**config.mk**
```make
export PLATFORM = sky130hd
export DESIGN_NAME = axi4_rd_outstanding_ctrl_flat
export DESIGN_NICKNAME = d
export VERILOG_FILES = /design/src/rtl/axi4_rd_outstanding_ctrl_pkg.sv /design/src/rtl/axi4_rd_outstanding_ctrl_if.sv /design/src/rtl/axi4_rd_len_fifo.sv /design/src/rtl/axi4_rd_outstanding_ctrl.sv /design/src/flat_wrapper.sv
export SDC_FILE = /design/constraint.sdc
export NUM_CORES = 1
export LEC_CHECK = 0
export ABC_CLOCK_PERIOD_IN_PS = 5900
export CELL_PAD_IN_SITES_DETAIL_PLACEMENT = 1
export CELL_PAD_IN_SITES_GLOBAL_PLACEMENT = 2
export CORE_UTILIZATION = 29
export CTS_BUF_LIST = sky130_fd_sc_hd__clkbuf_2
export CTS_CLUSTER_DIAMETER = 30
export DETAILED_ROUTE_END_ITERATION = 8
export PLACE_DENSITY = 0.95
export SYNTH_ARGS = -nofsm -noshare
export SYNTH_HDL_FRONTEND = slang
export SYNTH_HIERARCHICAL = 1
export SYNTH_SLANG_ARGS = --single-unit
```
**constraint.sdc**
```tcl
create_clock -name clock -period 5.9 [get_ports clock]
set_clock_uncertainty 0.05 [all_clocks]
set_input_delay 1.77 -clock clock [delete_from_list [all_inputs] [get_ports clock]]
set_output_delay 1.77 -clock clock [all_outputs]
set_load 0.02 [all_outputs]
```
**src/rtl/axi4_rd_outstanding_ctrl_pkg.sv**
```systemverilog
// ============================================================================
// Module  : axi4_partition_pkg
// Brief   : Shared widths, types and helpers for the read-partition slice.
// Revision: 1.0 - initial release
// ============================================================================
`default_nettype none

package axi4_partition_pkg;

  localparam int unsigned c_lsize_def = 8;

  // One recorded arlen per in-flight burst.
  typedef logic [c_lsize_def-1:0] len_entry_t;

  function automatic int unsigned clog2p1(input int unsigned n);
    return $clog2(n + 1);
  endfunction

endpackage

`default_nettype wire

```
**src/rtl/axi4_rd_outstanding_ctrl_if.sv**
```systemverilog
// ============================================================================
// Module  : axi_inf
// Brief   : AXI4 read-address and read-data channels with rd-only modports.
// Revision: 1.0 - initial release
// ============================================================================
`default_nettype none

interface axi_inf
  import axi4_partition_pkg::*;
#(
  parameter int unsigned IDSIZE = 4,
  parameter int unsigned ASIZE  = 32,
  parameter int unsigned LSIZE  = c_lsize_def,
  parameter int unsigned DSIZE  = 32
)(
  input logic axi_aclk
);

  logic [IDSIZE-1:0] arid;
  logic [ASIZE-1:0]  araddr;
  logic [LSIZE-1:0]  arlen;
  logic [2:0]        arsize;
  logic [1:0]        arburst;
  logic              arlock;
  logic [3:0]        arcache;
  logic [2:0]        arprot;
  logic [3:0]        arqos;
  logic              arvalid;
  logic              arready;

  logic [IDSIZE-1:0] rid;
  logic [DSIZE-1:0]  rdata;
  logic [1:0]        rresp;
  logic              rlast;
  logic              rvalid;
  logic              rready;

  modport master_rd (
    input  axi_aclk,
    output arid, araddr, arlen, arsize, arburst, arlock, arcache, arprot, arqos, arvalid,
    input  arready,
    input  rid, rdata, rresp, rlast, rvalid,
    output rready
  );

  modport slaver_rd (
    input  axi_aclk,
    input  arid, araddr, arlen, arsize, arburst, arlock, arcache, arprot, arqos, arvalid,
    output arready,
    output rid, rdata, rresp, rlast, rvalid,
    input  rready
  );

endinterface

`default_nettype wire

```
**src/rtl/axi4_rd_len_fifo.sv**
```systemverilog
// ============================================================================
// Module  : axi4_rd_len_fifo
// Brief   : Show-ahead synchronous FIFO holding issued burst lengths.
// Revision: 1.0 - initial release
// ============================================================================
`default_nettype none

module axi4_rd_len_fifo
  import axi4_partition_pkg::*;
#(
  parameter int unsigned DEPTH = 8,
  parameter int unsigned DSIZE = $bits(len_entry_t)
)(
  input  logic             clock,
  input  logic             rst_n,
  input  logic [DSIZE-1:0] wdata,
  input  logic             wr_en,
  output logic [DSIZE-1:0] rdata,
  input  logic             rd_en,
  output logic             empty,
  output logic             full
);

  localparam int unsigned      c_iw       = (DEPTH > 1) ? $clog2(DEPTH) : 1;
  localparam logic [c_iw-1:0]  c_last_idx = c_iw'(DEPTH - 1);

  logic [c_iw:0]     r_wr_ptr;
  logic [c_iw:0]     r_rd_ptr;
  logic [DSIZE-1:0]  r_mem [DEPTH];
  logic              w_wr_fire;
  logic              w_rd_fire;

  // Index wraps explicitly at DEPTH-1 and toggles the wrap bit, so any depth works.
  function automatic logic [c_iw:0] f_next_ptr(input logic [c_iw:0] ptr);
    if (ptr[c_iw-1:0] == c_last_idx) begin
      return {~ptr[c_iw], {c_iw{1'b0}}};
    end
    return {ptr[c_iw], ptr[c_iw-1:0] + 1'b1};
  endfunction

  assign w_wr_fire = wr_en & ~full;
  assign w_rd_fire = rd_en & ~empty;

  always_ff @(posedge clock or negedge rst_n) begin
    if (!rst_n) begin
      r_wr_ptr <= '0;
      r_rd_ptr <= '0;
    end else begin
      if (w_wr_fire) begin
        r_wr_ptr <= f_next_ptr(r_wr_ptr);
      end
      if (w_rd_fire) begin
        r_rd_ptr <= f_next_ptr(r_rd_ptr);
      end
    end
  end

  always_ff @(posedge clock) begin
    if (w_wr_fire) begin
      r_mem[r_wr_ptr[c_iw-1:0]] <= wdata;
    end
  end

  assign rdata = r_mem[r_rd_ptr[c_iw-1:0]];
  assign empty = (r_wr_ptr == r_rd_ptr);
  assign full  = (r_wr_ptr[c_iw-1:0] == r_rd_ptr[c_iw-1:0]) &
                 (r_wr_ptr[c_iw] != r_rd_ptr[c_iw]);

endmodule

`default_nettype wire

```
**src/rtl/axi4_rd_outstanding_ctrl.sv**
```systemverilog
// ============================================================================
// Module  : axi4_rd_outstanding_ctrl
// Brief   : Caps outstanding AR bursts and regenerates rlast from issued arlen.
// Revision: 1.0 - initial release
// ============================================================================
`default_nettype none

module axi4_rd_outstanding_ctrl
  import axi4_partition_pkg::*;
#(
  parameter int unsigned MAX_OUTST = 8,
  parameter int unsigned LSIZE     = c_lsize_def
)(
  input  logic                           clock,
  input  logic                           rst_n,
  axi_inf.slaver_rd                      up_inf,
  axi_inf.master_rd                      down_inf,
  output logic [clog2p1(MAX_OUTST)-1:0]  outst_cnt,
  output logic                           len_err,
  output logic                           idle
);

  localparam int unsigned         c_cnt_w   = clog2p1(MAX_OUTST);
  localparam logic [c_cnt_w-1:0]  c_max_cnt = c_cnt_w'(MAX_OUTST);

  logic [c_cnt_w-1:0] r_outst_cnt;
  logic [LSIZE:0]     r_beat_cnt;
  logic               r_len_err;

  logic               w_full;
  logic               w_fifo_full;
  logic               w_fifo_empty;
  logic [LSIZE-1:0]   w_head_len;
  logic               w_ar_hs;
  logic               w_r_hs;
  logic               w_exp_last;
  logic               w_pop;
  logic               w_err;

  // The FIFO is sized to MAX_OUTST, so both full terms agree; the OR is defensive.
  assign w_full = (r_outst_cnt == c_max_cnt) | w_fifo_full;

  assign down_inf.arvalid = up_inf.arvalid & ~w_full;
  assign up_inf.arready   = down_inf.arready & ~w_full;
  assign down_inf.arid    = up_inf.arid;
  assign down_inf.araddr  = up_inf.araddr;
  assign down_inf.arlen   = up_inf.arlen;
  assign down_inf.arsize  = up_inf.arsize;
  assign down_inf.arburst = up_inf.arburst;
  assign down_inf.arlock  = up_inf.arlock;
  assign down_inf.arcache = up_inf.arcache;
  assign down_inf.arprot  = up_inf.arprot;
  assign down_inf.arqos   = up_inf.arqos;

  assign up_inf.rid       = down_inf.rid;
  assign up_inf.rdata     = down_inf.rdata;
  assign up_inf.rresp     = down_inf.rresp;
  assign up_inf.rvalid    = down_inf.rvalid;
  assign down_inf.rready  = up_inf.rready;
  assign up_inf.rlast     = w_exp_last;

  assign w_ar_hs    = down_inf.arvalid & down_inf.arready;
  assign w_r_hs     = down_inf.rvalid & down_inf.rready;
  assign w_exp_last = ~w_fifo_empty & (r_beat_cnt == {1'b0, w_head_len});
  assign w_pop      = w_r_hs & w_exp_last;
  // An orphan beat (nothing recorded) is always an error regardless of its rlast.
  assign w_err      = w_r_hs & (w_fifo_empty | (down_inf.rlast != w_exp_last));

  axi4_rd_len_fifo #(
    .DEPTH (MAX_OUTST),
    .DSIZE (LSIZE)
  ) u_len_fifo (
    .clock (clock),
    .rst_n (rst_n),
    .wdata (down_inf.arlen),
    .wr_en (w_ar_hs),
    .rdata (w_head_len),
    .rd_en (w_pop),
    .empty (w_fifo_empty),
    .full  (w_fifo_full)
  );

  always_ff @(posedge clock or negedge rst_n) begin
    if (!rst_n) begin
      r_outst_cnt <= '0;
    end else begin
      unique case ({w_ar_hs, w_pop})
        2'b10:   r_outst_cnt <= r_outst_cnt + 1'b1;
        2'b01:   r_outst_cnt <= r_outst_cnt - 1'b1;
        default: r_outst_cnt <= r_outst_cnt;
      endcase
    end
  end

  always_ff @(posedge clock or negedge rst_n) begin
    if (!rst_n) begin
      r_beat_cnt <= '0;
    end else if (w_r_hs && !w_fifo_empty) begin
      if (w_exp_last) begin
        r_beat_cnt <= '0;
      end else begin
        r_beat_cnt <= r_beat_cnt + 1'b1;
      end
    end
  end

  always_ff @(posedge clock or negedge rst_n) begin
    if (!rst_n) begin
      r_len_err <= 1'b0;
    end else begin
      r_len_err <= w_err;
    end
  end

  assign outst_cnt = r_outst_cnt;
  assign len_err   = r_len_err;
  assign idle      = (r_outst_cnt == '0) & ~down_inf.rvalid;

endmodule

`default_nettype wire

```
**src/flat_wrapper.sv**
```systemverilog
// flat-port wrapper written by rule: the top's interface ports become plain ports
module axi4_rd_outstanding_ctrl_flat import axi4_partition_pkg::*;
#(
  parameter int unsigned MAX_OUTST = 8,
  parameter int unsigned LSIZE     = c_lsize_def
)
  (clock, rst_n, outst_cnt, len_err, idle, axi_aclk, up_inf_arid, up_inf_araddr, up_inf_arlen, up_inf_arsize, up_inf_arburst, up_inf_arlock, up_inf_arcache, up_inf_arprot, up_inf_arqos, up_inf_arvalid, up_inf_arready, up_inf_rid, up_inf_rdata, up_inf_rresp, up_inf_rlast, up_inf_rvalid, up_inf_rready, down_inf_arid, down_inf_araddr, down_inf_arlen, down_inf_arsize, down_inf_arburst, down_inf_arlock, down_inf_arcache, down_inf_arprot, down_inf_arqos, down_inf_arvalid, down_inf_arready, down_inf_rid, down_inf_rdata, down_inf_rresp, down_inf_rlast, down_inf_rvalid, down_inf_rready);
  axi_inf #(.LSIZE(LSIZE)) up_inf_i (.axi_aclk(axi_aclk));
  axi_inf #(.LSIZE(LSIZE)) down_inf_i (.axi_aclk(axi_aclk));
  input  logic clock;
  input  logic rst_n;
  output logic [clog2p1(MAX_OUTST)-1:0] outst_cnt;
  output logic len_err;
  output logic idle;
  input wire logic axi_aclk;
  input wire logic [$bits(up_inf_i.arid)-1:0] up_inf_arid;
  input wire logic [$bits(up_inf_i.araddr)-1:0] up_inf_araddr;
  input wire logic [$bits(up_inf_i.arlen)-1:0] up_inf_arlen;
  input wire logic [$bits(up_inf_i.arsize)-1:0] up_inf_arsize;
  input wire logic [$bits(up_inf_i.arburst)-1:0] up_inf_arburst;
  input wire logic [$bits(up_inf_i.arlock)-1:0] up_inf_arlock;
  input wire logic [$bits(up_inf_i.arcache)-1:0] up_inf_arcache;
  input wire logic [$bits(up_inf_i.arprot)-1:0] up_inf_arprot;
  input wire logic [$bits(up_inf_i.arqos)-1:0] up_inf_arqos;
  input wire logic [$bits(up_inf_i.arvalid)-1:0] up_inf_arvalid;
  output wire logic [$bits(up_inf_i.arready)-1:0] up_inf_arready;
  output wire logic [$bits(up_inf_i.rid)-1:0] up_inf_rid;
  output wire logic [$bits(up_inf_i.rdata)-1:0] up_inf_rdata;
  output wire logic [$bits(up_inf_i.rresp)-1:0] up_inf_rresp;
  output wire logic [$bits(up_inf_i.rlast)-1:0] up_inf_rlast;
  output wire logic [$bits(up_inf_i.rvalid)-1:0] up_inf_rvalid;
  input wire logic [$bits(up_inf_i.rready)-1:0] up_inf_rready;
  output wire logic [$bits(down_inf_i.arid)-1:0] down_inf_arid;
  output wire logic [$bits(down_inf_i.araddr)-1:0] down_inf_araddr;
  output wire logic [$bits(down_inf_i.arlen)-1:0] down_inf_arlen;
  output wire logic [$bits(down_inf_i.arsize)-1:0] down_inf_arsize;
  output wire logic [$bits(down_inf_i.arburst)-1:0] down_inf_arburst;
  output wire logic [$bits(down_inf_i.arlock)-1:0] down_inf_arlock;
  output wire logic [$bits(down_inf_i.arcache)-1:0] down_inf_arcache;
  output wire logic [$bits(down_inf_i.arprot)-1:0] down_inf_arprot;
  output wire logic [$bits(down_inf_i.arqos)-1:0] down_inf_arqos;
  output wire logic [$bits(down_inf_i.arvalid)-1:0] down_inf_arvalid;
  input wire logic [$bits(down_inf_i.arready)-1:0] down_inf_arready;
  input wire logic [$bits(down_inf_i.rid)-1:0] down_inf_rid;
  input wire logic [$bits(down_inf_i.rdata)-1:0] down_inf_rdata;
  input wire logic [$bits(down_inf_i.rresp)-1:0] down_inf_rresp;
  input wire logic [$bits(down_inf_i.rlast)-1:0] down_inf_rlast;
  input wire logic [$bits(down_inf_i.rvalid)-1:0] down_inf_rvalid;
  output wire logic [$bits(down_inf_i.rready)-1:0] down_inf_rready;
  assign up_inf_i.arid = up_inf_arid;
  assign up_inf_i.araddr = up_inf_araddr;
  assign up_inf_i.arlen = up_inf_arlen;
  assign up_inf_i.arsize = up_inf_arsize;
  assign up_inf_i.arburst = up_inf_arburst;
  assign up_inf_i.arlock = up_inf_arlock;
  assign up_inf_i.arcache = up_inf_arcache;
  assign up_inf_i.arprot = up_inf_arprot;
  assign up_inf_i.arqos = up_inf_arqos;
  assign up_inf_i.arvalid = up_inf_arvalid;
  assign up_inf_arready = up_inf_i.arready;
  assign up_inf_rid = up_inf_i.rid;
  assign up_inf_rdata = up_inf_i.rdata;
  assign up_inf_rresp = up_inf_i.rresp;
  assign up_inf_rlast = up_inf_i.rlast;
  assign up_inf_rvalid = up_inf_i.rvalid;
  assign up_inf_i.rready = up_inf_rready;
  assign down_inf_arid = down_inf_i.arid;
  assign down_inf_araddr = down_inf_i.araddr;
  assign down_inf_arlen = down_inf_i.arlen;
  assign down_inf_arsize = down_inf_i.arsize;
  assign down_inf_arburst = down_inf_i.arburst;
  assign down_inf_arlock = down_inf_i.arlock;
  assign down_inf_arcache = down_inf_i.arcache;
  assign down_inf_arprot = down_inf_i.arprot;
  assign down_inf_arqos = down_inf_i.arqos;
  assign down_inf_arvalid = down_inf_i.arvalid;
  assign down_inf_i.arready = down_inf_arready;
  assign down_inf_i.rid = down_inf_rid;
  assign down_inf_i.rdata = down_inf_rdata;
  assign down_inf_i.rresp = down_inf_rresp;
  assign down_inf_i.rlast = down_inf_rlast;
  assign down_inf_i.rvalid = down_inf_rvalid;
  assign down_inf_rready = down_inf_i.rready;
  axi4_rd_outstanding_ctrl #(.MAX_OUTST(MAX_OUTST), .LSIZE(LSIZE)) u_core (.clock(clock), .rst_n(rst_n), .up_inf(up_inf_i), .down_inf(down_inf_i), .outst_cnt(outst_cnt), .len_err(len_err), .idle(idle));
endmodule
```
* Word level (Yosys, flattened, before mapping)
Memories as Yosys holds them, arrays and structs flattened. Index checks and enable logic that the tools add are counted.
Word-level totals: bits in registers 22, bits in writable memories 64, output and inout bits 110, word-level logic and storage cells 60, memories 1
Memory list:
- u_core.u_len_fifo.r_mem | depth 8, bits a word 8, read ports 1, clocked after memory_dff 0, wr ports 1, RTL line axi4_rd_len_fifo.sv:29 | logic [DSIZE-1:0] r_mem [DEPTH];
Operators by class: add/subtract/negate cells 5, equality and inequality tests 10, muxes and demuxes 12, bitwise gates (word level) 19, reductions and logical operators 6
Operator list (count):
- 1-bit bitwise AND | 11
- 9-bit by 1-bit adder with 9-bit output (second input constant) | 1
- 9-bit by 8-bit == test with 1-bit output | 1
- 9-bit 2-to-1 mux | 1
- 4-bit 2-to-1 mux | 2
- 4-bit one-hot mux with 2 select lines | 1
- 3-bit by 1-bit adder with 3-bit output (second input constant) | 2
- 3-bit == test (second input constant) | 2
- 1-bit 2-to-1 mux | 6
- 3-bit 2-to-1 mux | 2
- 1-bit NOT | 6
- 4-bit by 1-bit adder with 4-bit output (second input constant) | 1
- 4-bit == test | 1
- 4-bit == test (second input constant) | 1
- 4-bit zero test | 1
- 2-bit AND reduction | 2
- 4-bit by 1-bit subtractor with 4-bit output (second input constant) | 1
- 3-bit == test | 1
- 2-bit by 1-bit == test with 1-bit output (second input constant) | 1
- 2-bit == test (second input constant) | 1
- 1-bit != test | 2
- 1-bit bitwise OR | 2
- 2-bit nonzero test | 1
- 1-bit logical AND | 1
- 1-bit zero test | 1

* Logic depth before layout (Yosys ltp)
Gate-level depths: netlist of run 1.
word-level depth 9, depth in mapped cells 13, depth with buffers taken out 11

* Modules after synthesis
The synthesis of run 1 kept the hierarchy.
Modules (own cells, without submodules):
- axi4_rd_len_fifo | times used 1, cells each 148, area an instance 3061.7 um^2, sequential area each 2122.0 um^2
- axi4_rd_outstanding_ctrl | times used 1, cells each 198, area an instance 1672.9 um^2, sequential area each 350.3 um^2

* Worst setup path before layout of run 1
Ideal clock, no wire load.
kind register to output, start point reg u_core.u_len_fifo.r_rd_ptr[0], end point out up_inf_rlast, arrival time 2554 ps, data required time 4080 ps, path slack 1526 ps, cell stages (with the launch flop) 8, cells stage by stage dfrtp_1 buf_6 buf_6 mux4_2 mux2_2 xor2_1 or3_4 nor3_1
On the way: cells in the longest elaborated chain, start to end 3, elaborated cells on any way between the ends 5
Ends and longest elaborated chain:
- start, declared | RTL line axi4_rd_len_fifo.sv:28 | logic [c_iw:0] r_rd_ptr;
- start signal, assigned | RTL line axi4_rd_len_fifo.sv:53 | r_rd_ptr <= f_next_ptr(r_rd_ptr);
- memory read 8 x 8 bit
- net u_core.w_head_len[3] | RTL line axi4_rd_outstanding_ctrl.sv:33 | logic [LSIZE-1:0] w_head_len;
- 9-bit by 8-bit == test with 1-bit output | RTL line axi4_rd_outstanding_ctrl.sv:64 | assign w_exp_last = ~w_fifo_empty & (r_beat_cnt == {1'b0, w_head_len});
- 1-bit bitwise AND | RTL line axi4_rd_outstanding_ctrl.sv:64
- end, declared | RTL line flat_wrapper.sv:30 | output wire logic [$bits(up_inf_i.rlast)-1:0] up_inf_rlast;
The timed path passes the listed nets, and every way through them passes these cells.

* Final worst setup path of run 1
Same ends and word-level chain as after synthesis.

==> impl_results.md, run 1 <==
- Status: finished, final reports clean
- # port buffers: 33
- Num rows: 46
- Die area: 16840 µm²
- Final period utilization: 0.9467
- Total wire length: 11.15 mm
- Layout filler cell count: 1716
- Core area: 15890 µm²
- Drt wl/cell: 21.91 µm
- Hold Startpoint: u_core/outst_cnt[3]$_DFFE_PN0P_
- Share of cells above drive strength 1: 0.2048
- Critical Path RT: 4.08 ns
- Synthesized area: 4735 µm²
- Arr. time, crit path: 3.77 ns
- Post-synthesis cell type count: 45
- Area leader, netlist: edfxtp_1
- Max-slew violation count: 0
- Final hold violation count: 0
- Cts hold-fix bufs: 0
- Routability-driven placement congestion ratio: 0.7665
- Clk buf depth: 2
- Largest net degree at the start of global routing: 23
- Syn_nets: 462
- Switching share of power: 0.3452
- First-pass GRT wire length: 16.34 mm
- Initial DRC Count: 75
- Routed Antenna Nets: 0
- Commonest non-fill, non-tap cell in the layout: edfxtp_1
- Most frequent cells in the layout: edfxtp_1, clkdlybuf4s50_1, dfrtp_1, nor2_1, mux4_2
- All-Layer GR Usage: 0.1364
- Leak: 1.577 nW
- CP Max Fanout: 11
- Dpl ws: 0.5896 ns
- Grt ovf: 0
- Clk slew on worst S/H paths: 0.23 ns
- Die Height: 129.8 µm
- Max cap viols: 0
- Startpoint Class: flop
- DRC: 0
- Initial Util: 0.2980
- Setup-failing EPs final: 0
- Root Buffer: clkbuf_2
- Yosys reg bits: 86
- YS warnings: 6
- Top-area cell type share of the netlist area: 0.4059
- Sw Pwr: 550.4 µW
- Maximum clock frequency: 0.1790 GHz
- Detailed placer's ending HPWL: 8.433 mm
- Via density per instance: 4.658
- CTS tree: done
- Hold Crit Class: reg2reg
- # diodes: 0
- Layout Nets: 405
- Die Width: 129.8 µm
- Reg2Reg Launch Point: u_core/u_len_fifo/r_rd_ptr[0]$_DFFE_PN0P_
- Top cells by area, synth: edfxtp_1, buf_4, dfrtp_1
- Total I/O pin count: 217
- Worst setup margin: 0.3143 ns
- H-tree depth: 3
- Vias: 2371
- Combinational Power Share: 0.292
- Int Power: 1.044 mW
- Setup TNS: 0 ns
- Mean Syn Cell Area: 13.68 µm²
- Total power: 1.594 mW
- Sequential share of the synthesized area: 0.5222
- Clock share of power: 0.189
- Hold Slack: 0.5156 ns
- Sequential power share: 0.519
- Setup CP Type: reg2out
- VDD IR-drop max: 0.1226 mV
- CTS sink cnt: 86
- RSZ-0062 raised after global routing: no
- Crit path from: u_core/u_len_fifo/r_rd_ptr[0]$_DFFE_PN0P_
- Syn Inst Count: 346
- Drt first pass iters: 4
- Initial antenna violation count: 0
- Critical path capture point type: primary output
- Total CTS buffers: 9
- Worst-margin pin slew: 1.058 ns
- Vias in the first global route: 2566
- Clock Latency Late Sink: 0.52 ns
- Slew headroom: 0.2923
- Pwr/cell area: 339.4 nW/µm²
- Min cycle time layout: 5.586 ns
- Area growth, synth to finish: -0.7929%
## worst paths after layout
kind / endpoint / slack, ns / depth (start not counted)
setup / recovery: up_inf_rlast / 0.31 / 7
hold / removal: u_core/outst_cnt[3]$_DFFE_PN0P_ / 0.52 / 1
setup reg to reg: u_core/outst_cnt[3]$_DFFE_PN0P_ / 2.10 / 12
hold reg to reg: u_core/outst_cnt[3]$_DFFE_PN0P_ / 0.52 / 1
max in group asynchronous: u_core/u_len_fifo/r_rd_ptr[0]$_DFFE_PN0P_ / 3.37 / 1
min in group asynchronous: u_core/outst_cnt[0]$_DFFE_PN0P_ / 1.74 / 1
## layer usage
layer	GRT usage	vias to the layer above	share of wire
met4	0.05267	0	0.022
met3	0.06683	35	0.11
met2	0.2454	115	0.52
met1	0.1344	1193	0.34
li1	-	1028	-
met5	0	-	0
## state kept, by name, summed over array words and instances, names as in the netlist
name / count
u_core/u_len_fifo/r_mem: 64
u_core/r_beat_cnt: 9
u_core/outst_cnt: 4
u_core/u_len_fifo/r_rd_ptr: 4
u_core/u_len_fifo/r_wr_ptr: 4
u_core/len_err: 1
## synthesized netlist by cell type (all sizes together)
master,count
or2,1
o31a,1
o21ai,6
and3,2
mux2i,2
o31ai,1
a21o,1
edfxtp,64
ha,8
nor2,16
xor2,8
and3b,1
nor4,5
nand3b,1
nand3,4
fa,1
or3b,1
nor4b,1
mux4,16
inv,6
buf,107
nand4,3
mux2,14
clkbuf,2
xnor2,15
nor3b,1
nand4b,1
nor3,10
and2,2
nand2,11
a21oi,3
or3,1
o211ai,1
o41ai,3
or4,2
nand2b,2
dfrtp,22
## per-stage QoR
stage / instances / cell area, µm² / util
6_report: 509 / 4697 / 0.2957
5_1_grt: 509 / 4697 / 0.2957
4_1_cts: 509 / 4697 / 0.2957
3_5_place_dp: 494 / 4584 / 0.2886
3_3_place_gp: 494 / 4584 / 0.2886
2_1_floorplan: 346 / 4735 / -
## worst max-delay path: stages, from the launching register on
cell and delay (ns):
dfrtp_2 0.66, buf_12 0.21, mux4_2 0.50, mux2_2 0.30, xnor2_1 0.18, nand3_1 0.25
nor3_1 0.45, clkdlybuf4s50_1 0.69
## power by group through the flow
stage | registers, mW | clock network (mW) | logic (mW)
global placement | 0.834 | 0 | 0.439
global route | 0.843 | 0.339 | 0.511
floorplan | 0.815 | 0 | 0.428
finish | 0.828 | 0.301 | 0.465
detailed placement | 0.844 | 0 | 0.472
CTS | 0.831 | 0.319 | 0.474
## final cells by class
cell class | count | area [µm²] | area share
inverters | 6 | 22.52 | 0.004795
well taps | 216 | 270.3 | 0.05754
multi-input cells | 145 | 1416 | 0.3015
repair buffers | 41 | 402.9 | 0.08578
clock buffers | 10 | 50.05 | 0.01066
flip-flops and latches | 86 | 2475 | 0.5269
clock inverters | 5 | 60.06 | 0.01279
## kinds of logic (layout without fill, tap and decap cells)
group,count (synthesis),after routing,share of synthesized area
buffers and inverters,115,62,0.1786
DFF,86,86,0.5222
and+or+nand+nor,65,65,0.07664
muxes,32,32,0.1136
xor gates and xnor gates,23,23,0.05206
AOI/OAI and AO/OA,16,16,0.03145
adders and majority gates,9,9,0.02537
## what timing repair did
action                                  4_1_cts  5_1_grt
endpoints found under the setup margin        1        0
gates resized for setup                       2        0
buffers inserted                              0        0
(Power assumes the default switching activity.)
==> run 2, diff against run 1 <==
Settings changed: ABC_CLOCK_PERIOD_IN_PS 5900 to 7000, PLACE_DENSITY 0.95 to not set, PLACE_DENSITY_LB_ADDON set to 0.1.
Clock period 5.9 ns to 7 ns, I/O delays scaled along.
==> run 2 against run 1 <==
Effect of this change:
- hold slack improved by 0.00064 ns
- core utilization decreased by 0.14 points
- via count decreased by 3.4%
- combinational power decreased by 17%
- die area unchanged
- worst setup slack improved by 0.43 ns
- global-route usage decreased by 0.68 points
- sequential power decreased by 15%
==> impl_results.md, run 2 (synthesized netlist as in run 1, its figures left out) <==
- Commonest non-fill, non-tap cell in the layout: edfxtp_1
- Largest net degree at the start of global routing: 23
- RSZ-0062 raised after global routing: no
- Hold path endpoint: u_core/outst_cnt[3]$_DFFE_PN0P_
- Die area: 16840 µm²
- Final instance area: 4674 µm²
- Switching share of power: 0.3680
- Startpoint Class: flop
- Min cycle time layout: 6.256 ns
- Setup TNS: 0 ns
- Initial antenna violation count: 1
- Critical path's slowest cell: dfrtp_1
- Reg2Reg Launch Point: u_core/u_len_fifo/r_rd_ptr[0]$_DFFE_PN0P_
- R2R setup slack: 2.46 ns
- Routability-driven placement congestion ratio: 0.6522
- Vias in the first global route: 2475
- Number of flip-flops in the largest register: 64
- CP Max Fanout: 12
- Family with the most delay on the worst path: buffers and inverters
- Hold Crit Class: reg2reg
- Num rows: 46
- FF-to-FF End: u_core/outst_cnt[3]$_DFFE_PN0P_
- Hold Path Cell Cnt: 1
- Combinational Power Share: 0.291
- Critical Path RT: 4.85 ns
- Post-route insts no fill: 508
- Core area: 15890 µm²
- Hold Startpoint: u_core/outst_cnt[3]$_DFFE_PN0P_
- Max-slew violation count: 0
- CTS sink cnt: 86
- Maximum clock frequency: 0.1599 GHz
- Worst-margin pin slew: 1.020 ns
- Share of cells above drive strength 1: 0.2096
- Met1 usage in global routing: 0.1720
- Setup CP Type: reg2out
- Total I/O pin count: 217
- Grt met2 use: 0.1796
- Die Height: 129.8 µm
- Die Width: 129.8 µm
- Arr. time, crit path: 4.11 ns
- All-Layer GR Usage: 0.1297
- Vias: 2290
- GRT met3 Usage: 0.04633
- R2R depth: 12
- VDD IR-drop max: 0.07590 mV
- Dpl cells: 491
- # port buffers: 33
- Initial DRC Count: 63
- Post-DP Area: 4576 µm²
- Slew headroom: 0.3200
- Via density per instance: 4.508
- Initial Util: 0.2980
- DRC: 0
- Grt peak-use layer: met2
- Layout filler cell count: 1723
- Total wire length: 9.960 mm
- Setup-failing EPs final: 0
- Cts hold-fix bufs: 0
- Critical path capture point type: primary output
- Clock Latency Late Sink: 0.57 ns
- CTS tree: done
- Clk buf depth: 2
- Post-cts sizing count: 0
- Max cap viols: 0
- Sw Pwr: 490.5 µW
- Leak: 1.560 nW
- Sequential power share: 0.528
- Final period utilization: 0.8937
- Crit-path cells: buf_4, mux4_2, mux2_2, xnor2_1, nand4_1, nor3_1, clkdlybuf4s50_1
- First-pass GRT wire length: 15.31 mm
- Worst Path Buf+Inv: 2
- Final hold violation count: 0
- Total CTS buffers: 9
- Most frequent cells in the layout: edfxtp_1, clkdlybuf4s50_1, dfrtp_1, nor2_1, mux4_2
- Area growth, synth to finish: -1.269%
- Critical path's largest stage delay: 0.91 ns
- Int Power: 842.4 µW
- Root Buffer: clkbuf_2
- Post-CTS Setup Inserts: 0
- H-tree depth: 3
- Detailed placer's ending HPWL: 6.595 mm
- Clock share of power: 0.182
- Pwr/cell area: 285.1 nW/µm²
- Drt wl/cell: 19.61 µm
- Status: finished, final reports clean
- Drt first pass iters: 4
- Grt ovf: 0
- Layout Nets: 402
- Clk slew on worst S/H paths: 0.26 ns
- Routed Antenna Nets: 0
==> run 2: changes by cell type in the layout (fill, tap and decap cells not counted), moves of 2 or more <==
cell	previous run	this run
nor3_1	10	6
nor3_2	0	4
buf_4	7	5
dfrtp_1	20	22
dfrtp_2	2	0
==> run 2: layout make-up <==
class / instances / area, µm² / share of cell area
multi-input combinational: 145 / 1443 / 0.3086
timing repair buffer: 38 / 367.9 / 0.07869
sequential: 86 / 2472 / 0.5289
antenna: 1 / 2.502 / 0.0005353
clock inverter: 6 / 46.29 / 0.009904
tap: 216 / 270.3 / 0.05782
clock buffer: 10 / 50.05 / 0.01071
inverter: 6 / 22.52 / 0.004818
==> run 2: stage by stage <==
step                      hold slack, ns  total power [mW]  utilization  worst slack, ns
final                             0.5162             1.333       0.2943           0.7444
after global routing              0.5605             1.425       0.2943           0.3580
after CTS                         0.5306             1.365       0.2941           0.4983
after detailed placement          0.4962             1.113       0.2880            1.248
after global placement            0.4836             1.107       0.2880            1.273
after floorplan                   0.4613             1.048            -            2.223
==> run 2: power groups by stage <==
stage               clock, mW  sequential, mW  combinational [mW]
detailed placement          0           0.718               0.395
CTS                     0.261           0.707               0.397
global placement            0           0.716               0.391
floorplan                   0           0.687               0.361
global route            0.275           0.718               0.432
finish                  0.242           0.703               0.388
==> run 2: worst max path at each step <==
| stage | from | cells past startpoint | slack, ns | endpoint |
|---|---|---|---|---|
| after floorplan | down_inf_rvalid | 1 | 2.22 | idle |
| after global placement | u_core/u_len_fifo/r_rd_ptr[0]$_DFFE_PN0P_ | 7 | 1.27 | up_inf_rlast |
| after detailed placement | u_core/u_len_fifo/r_rd_ptr[0]$_DFFE_PN0P_ | 7 | 1.25 | up_inf_rlast |
| after CTS | u_core/u_len_fifo/r_rd_ptr[0]$_DFFE_PN0P_ | 7 | 0.50 | up_inf_rlast |
| after global routing | u_core/u_len_fifo/r_rd_ptr[0]$_DFFE_PN0P_ | 7 | 0.36 | up_inf_rlast |
| final | u_core/u_len_fifo/r_rd_ptr[0]$_DFFE_PN0P_ | 7 | 0.74 | up_inf_rlast |
==> run 2: metal layers <==
layer  part of all wire  routed length, µm
met1               0.47               4688
met2               0.43               4316
met3              0.060                594
met4              0.030                295
met5             0.0066                 66
==> run 3, diff against run 2 <==
Settings changed: ABC_CLOCK_PERIOD_IN_PS 7000 to 7300, TNS_END_PERCENT set to 5.
Clock period 7 ns to 7.3 ns, I/O delays scaled along.
==> run 3 against run 2 <==
Effect of this change:
- non-clock buffer count fell by 1
- first-iteration DRC count rose by 1.6%
- cell count fell by 0.20%
- critical path depth did not move
- clock-buffer cell count rose by 1
- hold slack improved by 0.0066 ns
- die area did not move
- total power fell by 5.5%
- sequential power fell by 4.4%
- global-route usage fell by 0.16 points
- critical endpoint unchanged
- largest power group unchanged
==> impl_results.md, run 3 (synthesized netlist as in run 1, its figures left out) <==
- Status: finished, final reports clean
- Critical path's largest stage delay: 0.87 ns
- Worst Path Buf+Inv: 2
- Setup-failing EPs final: 0
- Setup CP Type: reg2out
- Commonest non-fill, non-tap cell in the layout: edfxtp_1
- Dpl ws: 1.409 ns
- Root Buffer: clkbuf_2
- Layout Nets: 401
- Die area: 16840 µm²
- Area growth, synth to finish: -1.533%
- Detailed placer's ending HPWL: 6.626 mm
- Worst setup margin: 0.9879 ns
- Critical path capture point type: primary output
- Vias: 2283
- Clock Latency Late Sink: 0.55 ns
- Die Width: 129.8 µm
- Pwr/cell area: 270.0 nW/µm²
- Total I/O pin count: 217
- Die Height: 129.8 µm
- Routed Antenna Nets: 0
- Cts hold-fix bufs: 0
- Final hold violation count: 0
- Post-cts sizing count: 0
- Drt wl/cell: 19.43 µm
- Share of cells above drive strength 1: 0.2103
- Most frequent cells in the layout: edfxtp_1, clkdlybuf4s50_1, dfrtp_1, nor2_1, mux4_2
- CTS tree: done
- Max cap viols: 0
- Hold Crit Class: reg2reg
- Initial DRC Count: 64
- Startpoint Class: flop
- Reg2Reg Launch Point: u_core/u_len_fifo/r_rd_ptr[0]$_DFFE_PN0P_
- Total wire length: 9.852 mm
- Hold Slack: 0.5228 ns
- Min cycle time layout: 6.312 ns
- Slew headroom: 0.2876
- CP Max Fanout: 12
- # port buffers: 33
- Leak: 1.560 nW
- Worst-margin pin slew: 1.069 ns
- Critical Path RT: 5.06 ns
- Initial antenna violation count: 1
- H-tree depth: 3
- First-pass GRT wire length: 15.08 mm
- Arr. time, crit path: 4.07 ns
- Drt first pass iters: 4
- Via density per instance: 4.503
- Clk slew on worst S/H paths: 0.22 ns
- Total CTS buffers: 9
- Initial Util: 0.2980
- CTS sink cnt: 86
- DRC: 0
- Vias in the first global route: 2439
- M1 wire length: 4.572 mm
- All-Layer GR Usage: 0.1280
- VDD IR-drop max: 0.08288 mV
- Total power: 1.259 mW
- Setup TNS: 0 ns
- Routability-driven placement congestion ratio: 0.6586
- Max layer used: met5
- RSZ-0062 raised after global routing: no
- Final period utilization: 0.8647
- DR WL met2: 4.296 mm
- Critical path's slowest cell: dfrtp_1
- Routed met3 length: 619 µm
- Maximum clock frequency: 0.1584 GHz
- Largest net degree at the start of global routing: 23
- Crit path from: u_core/u_len_fifo/r_rd_ptr[0]$_DFFE_PN0P_
- Grt ovf: 0
- Post-CTS Setup Inserts: 0
- Clk buf depth: 2
- Hold Startpoint: u_core/r_beat_cnt[8]$_DFFE_PN0P_
- Core area: 15890 µm²
- Num rows: 46
- Family with the most delay on the worst path: buffers and inverters
- Number of flip-flops in the largest register: 64
- Crit-path cells: buf_4, mux4_2, mux2_2, xnor2_1, nand4_1, nor3_1, clkdlybuf4s50_1
- Max-slew violation count: 0
[run 3: per-stage QoR]
| step | area [µm²] | instances | utilization |
|---|---|---|---|
| CTS | 4659 | 506 | 0.2933 |
| floorplan | 4735 | 346 | - |
| global route | 4662 | 507 | 0.2935 |
| global placement | 4568 | 490 | 0.2876 |
| finish | 4662 | 507 | 0.2935 |
| detailed placement | 4568 | 490 | 0.2876 |
[run 3: metal layers]
| layer | vias to the layer above | GRT usage |
|---|---|---|
| li1 | 1018 | - |
| met1 | 1134 | 0.1630 |
| met2 | 90 | 0.1840 |
| met3 | 39 | 0.04715 |
| met4 | 2 | 0.07319 |
| met5 | - | 0.02941 |
[run 3: area by class of cell]
class	instances	area (µm²)
well taps	216	270.3
diodes	1	2.502
clock buffers	11	55.05
repair buffers	37	360.3
inverters	6	22.52
multi-input cells	145	1443
flip-flops and latches	86	2472
fillers	1714	11220
clock inverters	5	36.28
[run 3: final timing paths]
path                                                                   to  slack, ns  cells after the start
worst max-delay path                                         up_inf_rlast       0.99                      7
worst min-delay path                     u_core/r_beat_cnt[8]$_DFFE_PN0P_       0.52                      2
worst max register to register            u_core/outst_cnt[3]$_DFFE_PN0P_       2.69                     12
worst min register to register           u_core/r_beat_cnt[8]$_DFFE_PN0P_       0.52                      2
max in group asynchronous       u_core/u_len_fifo/r_wr_ptr[0]$_DFFE_PN0P_       5.03                      2
min in group asynchronous                        u_core/len_err$_DFF_PN0_       1.92                      2
[run 3: power breakdown]
group | internal [mW] | switching [mW]
registers | 0.590 | 0.0820
logic | 0.167 | 0.204
clock network | 0.0487 | 0.167
[run 3: worst register-to-register path: cells and delay by family (launching register included)]
family | cells | cell delay (ns)
flops | 1 | 0.87
mux | 3 | 1.05
compound gates | 2 | 0.36
xor+xnor | 2 | 0.27
fa+ha+maj | 2 | 0.62
buf+inv | 1 | 0.37
simple gates | 2 | 0.97
